===== config.mk =====
export PLATFORM = sky130hd
export DESIGN_NAME = ram_march_tester
export DESIGN_NICKNAME = d
export VERILOG_FILES = /design/src/rtl/ram_test_pkg.sv /design/src/rtl/ram_expect_pipe.sv /design/src/rtl/ram_march_tester.sv
export SDC_FILE = /design/constraint.sdc
export NUM_CORES = 1
export LEC_CHECK = 0
export BUFFER_PORTS_ARGS = -buffer_cell sky130_fd_sc_hd__buf_2
export CORE_UTILIZATION = 39
export DETAILED_ROUTE_END_ITERATION = 10
export GPL_ROUTABILITY_DRIVEN = 0
export PLACE_DENSITY_LB_ADDON = 0.05
export SLEW_MARGIN = 10
export SYNTH_ARGS = -nofsm -noshare
export SYNTH_HDL_FRONTEND = slang
export SYNTH_SLANG_ARGS = --single-unit
export TNS_END_PERCENT = 10

===== constraint.sdc =====
create_clock -name clk -period 1.9 [get_ports clk]
set_input_delay 0.19 -clock clk [delete_from_list [all_inputs] [get_ports clk]]
set_output_delay 0.19 -clock clk [all_outputs]
set_load 0.1 [all_outputs]

===== src/rtl/ram_test_pkg.sv =====
// Shared types and the data-pattern generator for the RAM march tester.
package ram_test_pkg;

    typedef enum logic [2:0] {
        ST_IDLE,
        ST_WRITE,
        ST_READ,
        ST_DRAIN,
        ST_DONE
    } state_t;

    typedef enum logic [1:0] {
        PAT_ADDR,
        PAT_INV,
        PAT_CHECKER,
        PAT_WALK
    } pattern_t;

    localparam int unsigned PAT_MAX_W = 64;

    // Result is PAT_MAX_W wide; callers truncate to their data width (dw <= 64).
    function automatic logic [PAT_MAX_W-1:0] pat(input pattern_t p, input logic [31:0] a,
                                                 input int unsigned dw);
        logic [PAT_MAX_W-1:0] r;
        case (p)
            PAT_ADDR:    r = {32'd0, a};
            PAT_INV:     r = ~{32'd0, a};
            PAT_CHECKER: r = a[0] ? {32{2'b10}} : {32{2'b01}};
            default:     r = 64'd1 << (a % dw);
        endcase
        return r;
    endfunction

endpackage


===== src/rtl/ram_expect_pipe.sv =====
// RD_LAT-deep delay line carrying read-valid, address and expected data
// so each compare lines up with the RAM's returned word.
module ram_expect_pipe #(
    parameter int ADR_W  = 14,
    parameter int DATA_W = 8,
    parameter int RD_LAT = 1
) (
    input  logic              clk,
    input  logic              rst_n,
    input  logic              in_vld,
    input  logic [ADR_W-1:0]  in_adr,
    input  logic [DATA_W-1:0] in_exp,
    output logic              out_vld,
    output logic [ADR_W-1:0]  out_adr,
    output logic [DATA_W-1:0] out_exp
);

    logic [RD_LAT:1]             vld_pipe;
    logic [RD_LAT:1][ADR_W-1:0]  adr_pipe;
    logic [RD_LAT:1][DATA_W-1:0] exp_pipe;

    always_ff @(posedge clk or negedge rst_n) begin
        if (!rst_n) begin
            vld_pipe <= '0;
            adr_pipe <= '0;
            exp_pipe <= '0;
        end else begin
            vld_pipe[1] <= in_vld;
            adr_pipe[1] <= in_adr;
            exp_pipe[1] <= in_exp;
            for (int i = 2; i <= RD_LAT; i++) begin
                vld_pipe[i] <= vld_pipe[i-1];
                adr_pipe[i] <= adr_pipe[i-1];
                exp_pipe[i] <= exp_pipe[i-1];
            end
        end
    end

    assign out_vld = vld_pipe[RD_LAT];
    assign out_adr = adr_pipe[RD_LAT];
    assign out_exp = exp_pipe[RD_LAT];

endmodule


===== src/rtl/ram_march_tester.sv =====
// Write-then-read RAM sweep tester: fills every word with a selectable
// pattern, reads it back and records mismatch count and first failing address.
module ram_march_tester
    import ram_test_pkg::*;
#(
    parameter int ADR_W  = 14,
    parameter int DATA_W = 8,
    parameter int ERR_W  = 16,
    parameter int RD_LAT = 1
) (
    input  logic              clk,
    input  logic              rst_n,
    input  logic              start,
    input  logic [1:0]        pattern,
    input  logic              all_clear,
    output logic              busy,
    output logic              done,
    output logic [ADR_W-1:0]  ram_adr,
    output logic              ram_we,
    output logic [DATA_W-1:0] ram_data_out,
    input  logic [DATA_W-1:0] ram_data_in,
    output logic [ERR_W-1:0]  err_count,
    output logic              first_err_valid,
    output logic [ADR_W-1:0]  first_err_adr
);

    localparam logic [ADR_W-1:0] ADR_MAX    = '1;
    localparam logic [ERR_W-1:0] ERR_MAX    = '1;
    localparam logic [1:0]       DRAIN_LAST = 2'(RD_LAT - 1);

    state_t              state, state_nxt;
    pattern_t            pat_q;
    logic [ADR_W-1:0]    adr;
    logic [1:0]          drain_cnt;
    logic [DATA_W-1:0]   exp_data;
    logic                start_acc;
    logic                cmp_vld;
    logic [ADR_W-1:0]    cmp_adr;
    logic [DATA_W-1:0]   cmp_exp;
    logic                mismatch;

    assign start_acc = (state == ST_IDLE) && start;
    assign exp_data  = DATA_W'(pat(pat_q, 32'(adr), DATA_W));
    assign mismatch  = cmp_vld && (ram_data_in != cmp_exp);

    always_ff @(posedge clk or negedge rst_n) begin
        if (!rst_n) state <= ST_IDLE;
        else        state <= state_nxt;
    end

    always_comb begin
        state_nxt = state;
        case (state)
            ST_IDLE:  if (start) state_nxt = ST_WRITE;
            ST_WRITE: if (adr == ADR_MAX) state_nxt = ST_READ;
            ST_READ:  if (adr == ADR_MAX) state_nxt = ST_DRAIN;
            ST_DRAIN: if (drain_cnt == DRAIN_LAST) state_nxt = ST_DONE;
            ST_DONE:  state_nxt = ST_IDLE;
            default:  state_nxt = ST_IDLE;
        endcase
    end

    always_comb begin
        busy         = (state != ST_IDLE);
        done         = (state == ST_DONE);
        ram_we       = (state == ST_WRITE);
        ram_adr      = adr;
        ram_data_out = '0;
        if (state == ST_WRITE) ram_data_out = exp_data;
    end

    // Address wraps naturally from ADR_MAX to 0 between WRITE and READ.
    always_ff @(posedge clk or negedge rst_n) begin
        if (!rst_n) begin
            adr       <= '0;
            pat_q     <= PAT_ADDR;
            drain_cnt <= '0;
        end else begin
            if (start_acc) pat_q <= pattern_t'(pattern);
            if (state == ST_WRITE || state == ST_READ) adr <= adr + 1'b1;
            else                                       adr <= '0;
            if (state == ST_DRAIN) drain_cnt <= drain_cnt + 1'b1;
            else                   drain_cnt <= '0;
        end
    end

    // Clear (explicit or by a new pass) takes priority over a same-cycle mismatch.
    always_ff @(posedge clk or negedge rst_n) begin
        if (!rst_n) begin
            err_count       <= '0;
            first_err_valid <= 1'b0;
            first_err_adr   <= '0;
        end else if (all_clear || start_acc) begin
            err_count       <= '0;
            first_err_valid <= 1'b0;
            first_err_adr   <= '0;
        end else if (mismatch) begin
            if (err_count != ERR_MAX) err_count <= err_count + 1'b1;
            if (!first_err_valid) begin
                first_err_valid <= 1'b1;
                first_err_adr   <= cmp_adr;
            end
        end
    end

    ram_expect_pipe #(
        .ADR_W  (ADR_W),
        .DATA_W (DATA_W),
        .RD_LAT (RD_LAT)
    ) u_expect_pipe (
        .clk     (clk),
        .rst_n   (rst_n),
        .in_vld  (state == ST_READ),
        .in_adr  (adr),
        .in_exp  (exp_data),
        .out_vld (cmp_vld),
        .out_adr (cmp_adr),
        .out_exp (cmp_exp)
    );

endmodule


After elaboration in Yosys (flattened, before gate mapping)
Index checks and enable logic that the tools add are counted.
{ "word_totals": {"output_inout_bits": 56, "input_bits": 14, "regBits": 75, "wordCells": 60} }
{ "op_classes": {"reduce_logical": 13, "n_eq_ne": 14, "shift": 1, "n_bitwise": 1, "n_addsub": 3, "mux": 18} }
{ "op_table": {"columns": ["cell", "n"], "rows": [
  ["two-way mux 14 bit", 4],
  ["two-way mux 16 bit", 3],
  ["one-hot mux 8 bit (3 select lines)", 1],
  ["adder 16 x 1 -> 16 bit (second input constant)", 1],
  ["two-way mux 8 bit", 2],
  ["!= test 16 bit (second input constant)", 1],
  ["adder 14 x 1 -> 14 bit (second input constant)", 1],
  ["== test 14 bit (second input constant)", 1],
  ["two-way mux 3 bit", 4],
  ["one-hot mux 3 bit (4 select lines)", 1],
  ["!= test 8 bit", 1],
  ["inverter 8 bit", 1],
  ["<< shifter 1 x 3 -> 8 bit (first input constant)", 1],
  ["== test 3 x 2 -> 1 bit (second input constant)", 2],
  ["!= test 2 bit (second input constant)", 3],
  ["zero test 2 bit", 2],
  ["!= test 2 x 1 -> 1 bit (second input constant)", 2],
  ["AND reduction 2 bit", 2],
  ["AND reduction 4 bit", 1],
  ["nonzero test 2 bit", 2],
  ["== test 3 x 1 -> 1 bit (second input constant)", 1],
  ["== test 3 bit (second input constant)", 1],
  ["zero test 3 bit", 1],
  ["nonzero test 3 bit", 1],
  ["other kinds (7)", 10]
]} }

Depth between registers and ports, before layout
Gate-level depths: netlist (run 1).
{ "depth": {"depth_word": 5, "depth_mapped": 8, "depth_no_buf": 7} }

Cells and area by module
Synthesis (run 1) repeated with hierarchy kept, for this count alone.
{ "unflattened": {"cells_unflattened": 369, "area_unflattened_um2": 3597.2} }
{ "modules_own_cells": {"columns": ["mod", "area_each_um2", "cells_per_inst", "seq_area_each_um2", "instances"], "rows": [
  ["ram_march_tester", 3021.6, 346, 1301.2, 1],
  ["ram_expect_pipe", 575.6, 23, 575.6, 1]
]} }

Worst setup path before layout (run 1)
No wires, ideal clock.
{ "synth_timing": {"kind": "register to output", "start": "reg state[2]", "end": "out done", "stages_incl_launch_ff": 3, "slack_ns": -1.116, "arrival_time_ns": 2.826, "path_buffers": 1, "required_ns": 1.710, "path_cell_list": "dfrtp_1 -> clkbuf_1 -> nor3b_1"} }
{ "synth_between": {"elab_chain_len": 1} }
{ "synth_lines": {"columns": ["item", "line_no", "rtl"], "rows": [
  ["start, declared", "ram_march_tester.sv:31", "state_t state, state_nxt;"],
  ["start signal, assigned", "ram_march_tester.sv:48", "else state <= state_nxt;"],
  ["== test 3 bit", "ram_march_tester.sv:65", "done = (state == ST_DONE);"],
  ["end, declared", "ram_march_tester.sv:17", "output logic done,"]
]} }
Every way passes these cells.

Worst setup path in the final report (run 1)
{ "layout_timing": {"start": "reg adr[1] (netlist: ram_adr[1])", "end": "out ram_data_out[1]"} }
{ "layout_between": {"elab_chain_len": 3, "word_cells_on_any_way": 4, "classes_between": "1 x shift; 2 x mux; 1 x bitwise"} }
{ "layout_lines": {"columns": ["item", "line_no", "rtl"], "rows": [
  ["start, declared", "ram_march_tester.sv:33", "logic [ADR_W-1:0] adr;"],
  ["start signal, assigned", "ram_march_tester.sv:80", "if (state == ST_WRITE || state == ST_READ) adr <= adr + 1'b1;"],
  ["<< shifter 1 x 3 -> 8 bit or inverter 8 bit (tied branches)", "ram_test_pkg.sv:29, ram_test_pkg.sv:27", null],
  ["one-hot mux 8 bit (3 select lines) (*)", "ram_test_pkg.sv:25", "case (p)"],
  ["net exp_data[1]", "ram_march_tester.sv:35", "logic [DATA_W-1:0] exp_data;"],
  ["two-way mux 8 bit (*)", "ram_march_tester.sv:69", "if (state == ST_WRITE) ram_data_out = exp_data;"],
  ["end, declared", "ram_march_tester.sv:20", "output logic [DATA_W-1:0] ram_data_out,"]
]} }
The timed path passes the listed nets; every way through them passes the cells marked *.

==> impl_results.md, run 1 <==
- Synth area leaders: dfrtp_1 (52%), a21oi_1 (3.8%), nand3_1 (3.8%)
- Worst slew margin: 60.8%
- Core Region: 8810 um2
- Clock share of power: 20.4%
- Leak: 2.17 nW
- Synth unique cells: 53
- Clock buffer count from CTS: 9
- Initial Util: 40.8%
- Fraction of layout cells with a size suffix above 1: 42.7%
- #FFs+latches synth: 75
- Routed vias: 3,003
- CTS H-tree lvls: 3
- Die height: 97.9 um
- Tot GR Track Use: 19.1%
- Worst Clk Skew: 8.30 ps
- Gr ovfl total: 0
- CP startpoint kind: flop
- Initial antenna violation count: 0
- Average wire per standard cell: 15.1 um
- DRT antenna net count: 0
- Total of max-cap violations: 0
- DRT iter0 DRCs: 94
- Vias in the first global route: 2,801
- PD cells: 1190 nW/um2
- Worst-Skew Late Latency: 350 ps
- DR DRC count: 6
- Most frequent cells in the layout: buf_2 (58), dfrtp_1 (49), nor2_1 (31), nand2_1 (28), buf_4 (28)
- Layout Nets: 481
- Max Freq: 500 MHz
- Ant diodes: 0
- CP Capture Type: output pin
- First-pass GRT wire length: 14,400 um
- RR Startpoint: ram_adr[0]
- Post-route cell area: 4900 um2
- Port bufs: 69
- Slew Viols, Final: 0
- Detail Placement HPWL: 5730 um
- I/O pins: 70
- Placed Area: 4390 um2
- Vias/cell: 5.25
- Synth-to-layout area growth: 36.7%
- Worst-path clk slew: 90 ps
- Avg Cell Area, Syn: 9.89 um2
- RSZ-0062 raised after global routing: yes
- Sw Pwr: 2.53 mW
- Clock buffer depth: 2
- Hold Slack: 46.1 ps
- DRT Pass-1 Iters: 8
- WP data required: 1710 ps
- Maximum vdd drop: 1.13 mV
- Setup Crit Path Kind: reg2out
- Post-synth top area share: 52.3%
- Hold Vio Cnt, Final: 0
- Fin crit share: 105%
- Arrival @ worst endpoint: 1810 ps
- Failing checks: design-rule violations, negative setup slack
- Root Driver: clkbuf_8
- FFs w/ async S/R, synth: 100%
- Chip width: 97.9 um
- Rows: 34
- Main synth FF type: dfrtp_1
- Run status: finished, violations left
- Combinational Power Share: 45.3%
- Die Area: 9590 um2
- Setup WS post-layout: -101 ps
- Critical path origin: ram_adr[1]
- Hold Crit Class: in2reg
- Worst-Margin Slew: 588 ps
- Syn_nets: 385
- # clock sinks: 75
- Power Total: 5.85 mW
- TritonCTS clock tree: done
- Syn Inst Count: 363
- Internal: 3.32 mW
- Largest net degree at the start of global routing: 39
- Routed WL: 8620 um
- Cell taking the most area after synthesis: dfrtp_1
- Setup violations, final: 9
- Final worst path period need: 2000 ps
- Number of synthesized flops with an enable pin: 0
- Reg power frac: 34.3%
- Synth Cell Area: 3590 um2
- Critical path peak fanout: 4
- Synth warn: 0
- Most common cell after layout, fill and taps aside: buf_2
- Switching portion of total power: 43.3%
- Hold_sp: pattern[1]
- Register area share after synthesis: 52.3%
-- Yosys cell counts, drive strengths merged (2+ instances only) --
| cell type | n |
|---|---|
| or4 | 9 |
| nand2 | 29 |
| a31o | 3 |
| xnor2 | 9 |
| nor3b | 2 |
| and3 | 3 |
| nor3 | 2 |
| inv | 14 |
| dfrtp | 75 |
| a31oi | 3 |
| o211ai | 2 |
| nor2 | 32 |
| o31ai | 9 |
| and2 | 8 |
| ha | 8 |
| or3 | 10 |
| nand4 | 12 |
| and4b | 2 |
| a21oi | 28 |
| clkbuf | 13 |
| nor4 | 3 |
| nand3 | 27 |
| xor2 | 7 |
| buf | 8 |
| nor4bb | 2 |
| a211oi | 2 |
| o21ai | 27 |
-- per-layer routing --
| metal | track usage, % | part of all wire, % | up-vias |
|---|---|---|---|
| met5 | 0 | 0 | - |
| met4 | 5.24 | 0.88 | 0 |
| met3 | 4.80 | 4.7 | 7 |
| met2 | 28.9 | 44 | 67 |
| met1 | 27.2 | 50 | 1441 |
| li1 | - | - | 1488 |
-- kinds of logic after synthesis --
| kind of cell | after synthesis | synth area share [%] |
|---|---|---|
| AND/OR/NAND/NOR | 147 | 22.8 |
| AO/OA/AOI/OAI | 80 | 13.5 |
| flip-flops | 75 | 52.3 |
| buffers and inverters | 35 | 4.11 |
| XOR/XNOR | 16 | 3.91 |
| adder cells (fa/ha/maj) | 8 | 2.79 |
| multiplexers | 2 | 0.593 |
-- worst paths after layout --
kind,end,slack [ps],cells after the start
min in group asynchronous,u_expect_pipe.out_adr[9],340,2
hold reg to reg,u_expect_pipe.out_adr[11],440,0
hold / removal,pat_q[1],50,3
setup / recovery,ram_data_out[1],-100,7
setup reg to reg,u_expect_pipe.out_exp[1],-20,10
max in group asynchronous,err_count[13],890,3
-- final cells by class --
cell class | instances | area, um2
tap | 108 | 135
multi-input combinational | 253 | 1760
timing repair buffer | 106 | 838
inverter | 14 | 60.1
clock inverter | 7 | 66.3
sequential | 75 | 1920
clock buffer | 9 | 124
fill | 795 | 3900
-- metrics by stage --
| step | utilization, % | worst slack [ps] | std cells | setup TNS (ps) |
|---|---|---|---|---|
| floorplan | - | -127 | 363 | -1590 |
| global placement | 49.8 | 55.1 | 540 | 0 |
| detailed placement | 49.8 | 10.1 | 540 | 0 |
| CTS | 55.4 | -108 | 572 | -703 |
| global route | 55.7 | -197 | 572 | -1460 |
| finish | 55.7 | -101 | 572 | -680 |
-- sequential cells by signal (all words and copies together), names as in the netlist --
| name | flops |
|---|---|
| u_expect_pipe.out_exp | 8 |
| pat_q | 2 |
| first_err_adr | 14 |
| u_expect_pipe.out_vld | 1 |
| u_expect_pipe.out_adr | 14 |
| ram_adr | 14 |
| drain_cnt | 2 |
| err_count | 16 |
| first_err_valid | 1 |
| state | 3 |
-- power groups by stage --
stage / combinational [mW] / sequential [mW] / clock, mW
finish: 2.65 / 2.01 / 1.19
CTS: 2.63 / 2.01 / 1.24
global route: 2.80 / 2.04 / 1.30
floorplan: 1.05 / 2.52 / 0
detailed placement: 2.16 / 2.07 / 0
global placement: 2.16 / 2.06 / 0
-- worst max-delay path: stages, from the launching register on --
cell and delay, ps:
dfrtp_4 530, inv_4 100, ha_4 140, and3_4 180, o21ai_2 60, o31ai_2 90, and2_4 210, buf_12 170
-- repair_timing --
item / CTS / global route
setup endpoints to repair: 8 / 16
resized for setup: 40 / 8
hold buffers: 1 / 0
pin swaps: 17 / 3
endpoints found under the hold margin: 35 / 0
setup buffers: 15 / 0
Note: power is estimated with default switching activity, not from simulation.
==> run 2, diff against run 1 <==
--- a/config.mk
+++ b/config.mk
@@ -6,10 +6,13 @@
 export NUM_CORES = 1
 export LEC_CHECK = 0
 export BUFFER_PORTS_ARGS = -buffer_cell sky130_fd_sc_hd__buf_2
+export CORE_ASPECT_RATIO = 1.2
 export CORE_UTILIZATION = 39
+export CTS_BUF_LIST = sky130_fd_sc_hd__clkbuf_8 sky130_fd_sc_hd__clkbuf_16
 export DETAILED_ROUTE_END_ITERATION = 10
 export GPL_ROUTABILITY_DRIVEN = 0
 export PLACE_DENSITY_LB_ADDON = 0.05
+export SKIP_CTS_REPAIR_TIMING = 1
 export SLEW_MARGIN = 10
 export SYNTH_ARGS = -nofsm -noshare
 export SYNTH_HDL_FRONTEND = slang
==> run 2 against run 1 <==
Effect of this change:
- the run ends with negative setup slack left
- combinational power down 7.9%
- worst hold slack better by 15 ps
- sequential power about the same
- largest power group unchanged
- critical path type unchanged
==> impl_results.md, run 2 (synthesized netlist as in run 1, its figures left out) <==
- Ant diodes: 0
- PD cells: 1190 nW/um2
- DR DRC count: 0
- Worst slew margin: 61.5%
- CP bufs+invs: 1
- Port bufs: 69
- Clock share of power: 22.8%
- CP top delay family: flip-flops
- Most frequent cells in the layout: buf_2 (60), dfrtp_1 (48), nor2_1 (30), nand2_1 (28)
- Maximum vdd drop: 2.12 mV
- Largest net degree at the start of global routing: 34
- Hold Crit Class: in2reg
- Final worst path period need: 2030 ps
- Arrival @ worst endpoint: 1840 ps
- Average wire per standard cell: 14.6 um
- Worst-path clk slew: 90 ps
- Placed Area: 4420 um2
- Run status: finished, violations left
- Internal: 3.32 mW
- CP max-delay cell: dfrtp_4
- Die Area: 9590 um2
- Setup Crit Path Kind: reg2out
- Largest Register: err_count
- Chip width: 89.6 um
- CP Capture Type: output pin
- Routed WL: 8430 um
- Sw Pwr: 2.48 mW
- Core Region: 8750 um2
- Setup violations, final: 8
- Synth-to-layout area growth: 35.8%
- Worst-Margin Slew: 578 ps
- Worst path max stage delay: 550 ps
- # clock sinks: 75
- I/O pins: 70
- Fillers: 784
- Fraction of layout cells with a size suffix above 1: 41.6%
- Root Driver: clkbuf_8
- Initial Util: 41.0%
- Tot GR Track Use: 18.2%
- Worst Clk Skew: 13.8 ps
- Power Total: 5.80 mW
- Routed vias: 2,968
- Die height: 107 um
- Most common cell after layout, fill and taps aside: buf_2
- Gr ovfl total: 0
- DRT iter0 DRCs: 135
- Slew Viols, Final: 0
- First-pass GRT wire length: 13,200 um
- Initial antenna violation count: 0
- DRT antenna net count: 0
- Vias/cell: 5.13
- DRT Pass-1 Iters: 4
- CTS H-tree lvls: 3
- Reg power frac: 35.1%
- Hold Vio Cnt, Final: 0
- Setup WS post-layout: -134 ps
- Detail Placement HPWL: 5930 um
- Max Freq: 492 MHz
- Clock buffer count from CTS: 9
- CP startpoint kind: flop
- Cells along the critical path: ha_4, and3_4, o21ai_4, o31ai_4, and2_4, buf_12
- Worst-Skew Late Latency: 360 ps
- Switching portion of total power: 42.7%
- Total of max-cap violations: 0
- Combinational Power Share: 42.1%
- Leak: 2.16 nW
- Vias in the first global route: 2,665
- Critical path peak fanout: 8
- Failing checks: negative setup slack
- TritonCTS clock tree: done
- RSZ-0062 raised after global routing: yes
- Post-route cell area: 4870 um2
- Fin crit share: 107%
- Clock buffer depth: 2
- Rows: 37
- Layout Nets: 478
- WP data required: 1710 ps
- Max reg flops: 16
## run 2: changes by cell type in the layout (fill, tap and decap cells not counted), sizes merged
cell,delta
inv,-1
clkinv,-1
clkinvlp,+1
buf,-3
bufinv,+1
## run 2: final timing paths
path	start	end	slack (ps)	depth (start not counted)
max	ram_adr[0]	ram_data_out[1]	-130	6
min	pattern[0]	pat_q[0]	60	2
max reg2reg	ram_adr[0]	state[0]	20	7
min reg2reg	ram_adr[11]	u_expect_pipe.out_adr[11]	440	0
max in group asynchronous	rst_n	ram_adr[5]	1000	3
min in group asynchronous	rst_n	first_err_adr[0]	360	2
## run 2: stage by stage
step | setup TNS (ps) | hold slack [ps] | worst slack (ps) | instances | util, %
2_1_floorplan | -1590 | -106 | -127 | 363 | -
3_3_place_gp | 0 | 214 | 81.1 | 549 | 50.6
3_5_place_dp | 0 | 211 | 59.7 | 549 | 50.6
4_1_cts | -1810 | -172 | -267 | 565 | 53.0
5_1_grt | -1430 | 52.7 | -199 | 578 | 55.7
6_report | -820 | 61.2 | -134 | 578 | 55.7
## run 2: power by group through the flow
stage          logic, mW  registers (mW)  clock network [mW]
6_report            2.44            2.04                1.32
5_1_grt             2.58            2.07                1.41
4_1_cts             2.17            2.04                1.35
3_5_place_dp        2.16            2.08                   0
3_3_place_gp        2.16            2.07                   0
2_1_floorplan       1.05            2.52                   0
## run 2: cell type report
cell class	count	area, um2	area share [%]
Clock buffer	9	124	2.54
Clock inverter	7	88.8	1.82
Inverter	14	57.6	1.18
Multi-Input combinational cell	253	1730	35.4
Sequential cell	75	1930	39.5
Tap cell	117	146	3.00
Timing Repair Buffer	103	805	16.5
## run 2: per-layer routing
metal	wire [um]	part of all wire [%]	global-route usage (%)	up-vias
met5	0	0	0	-
li1	-	-	-	1475
met3	275	3.3	2.85	10
met1	4050	48	25.9	1427
met4	129	1.5	7.48	0
met2	3970	47	27.5	56
## run 2: worst register-to-register path, delay by kind of cell (launching register included)
kind            cells  cell delay (ps)
compound gates      2              420
fa+ha+maj           1              170
buf+inv             1              130
flops               1              500
simple gates        3              550
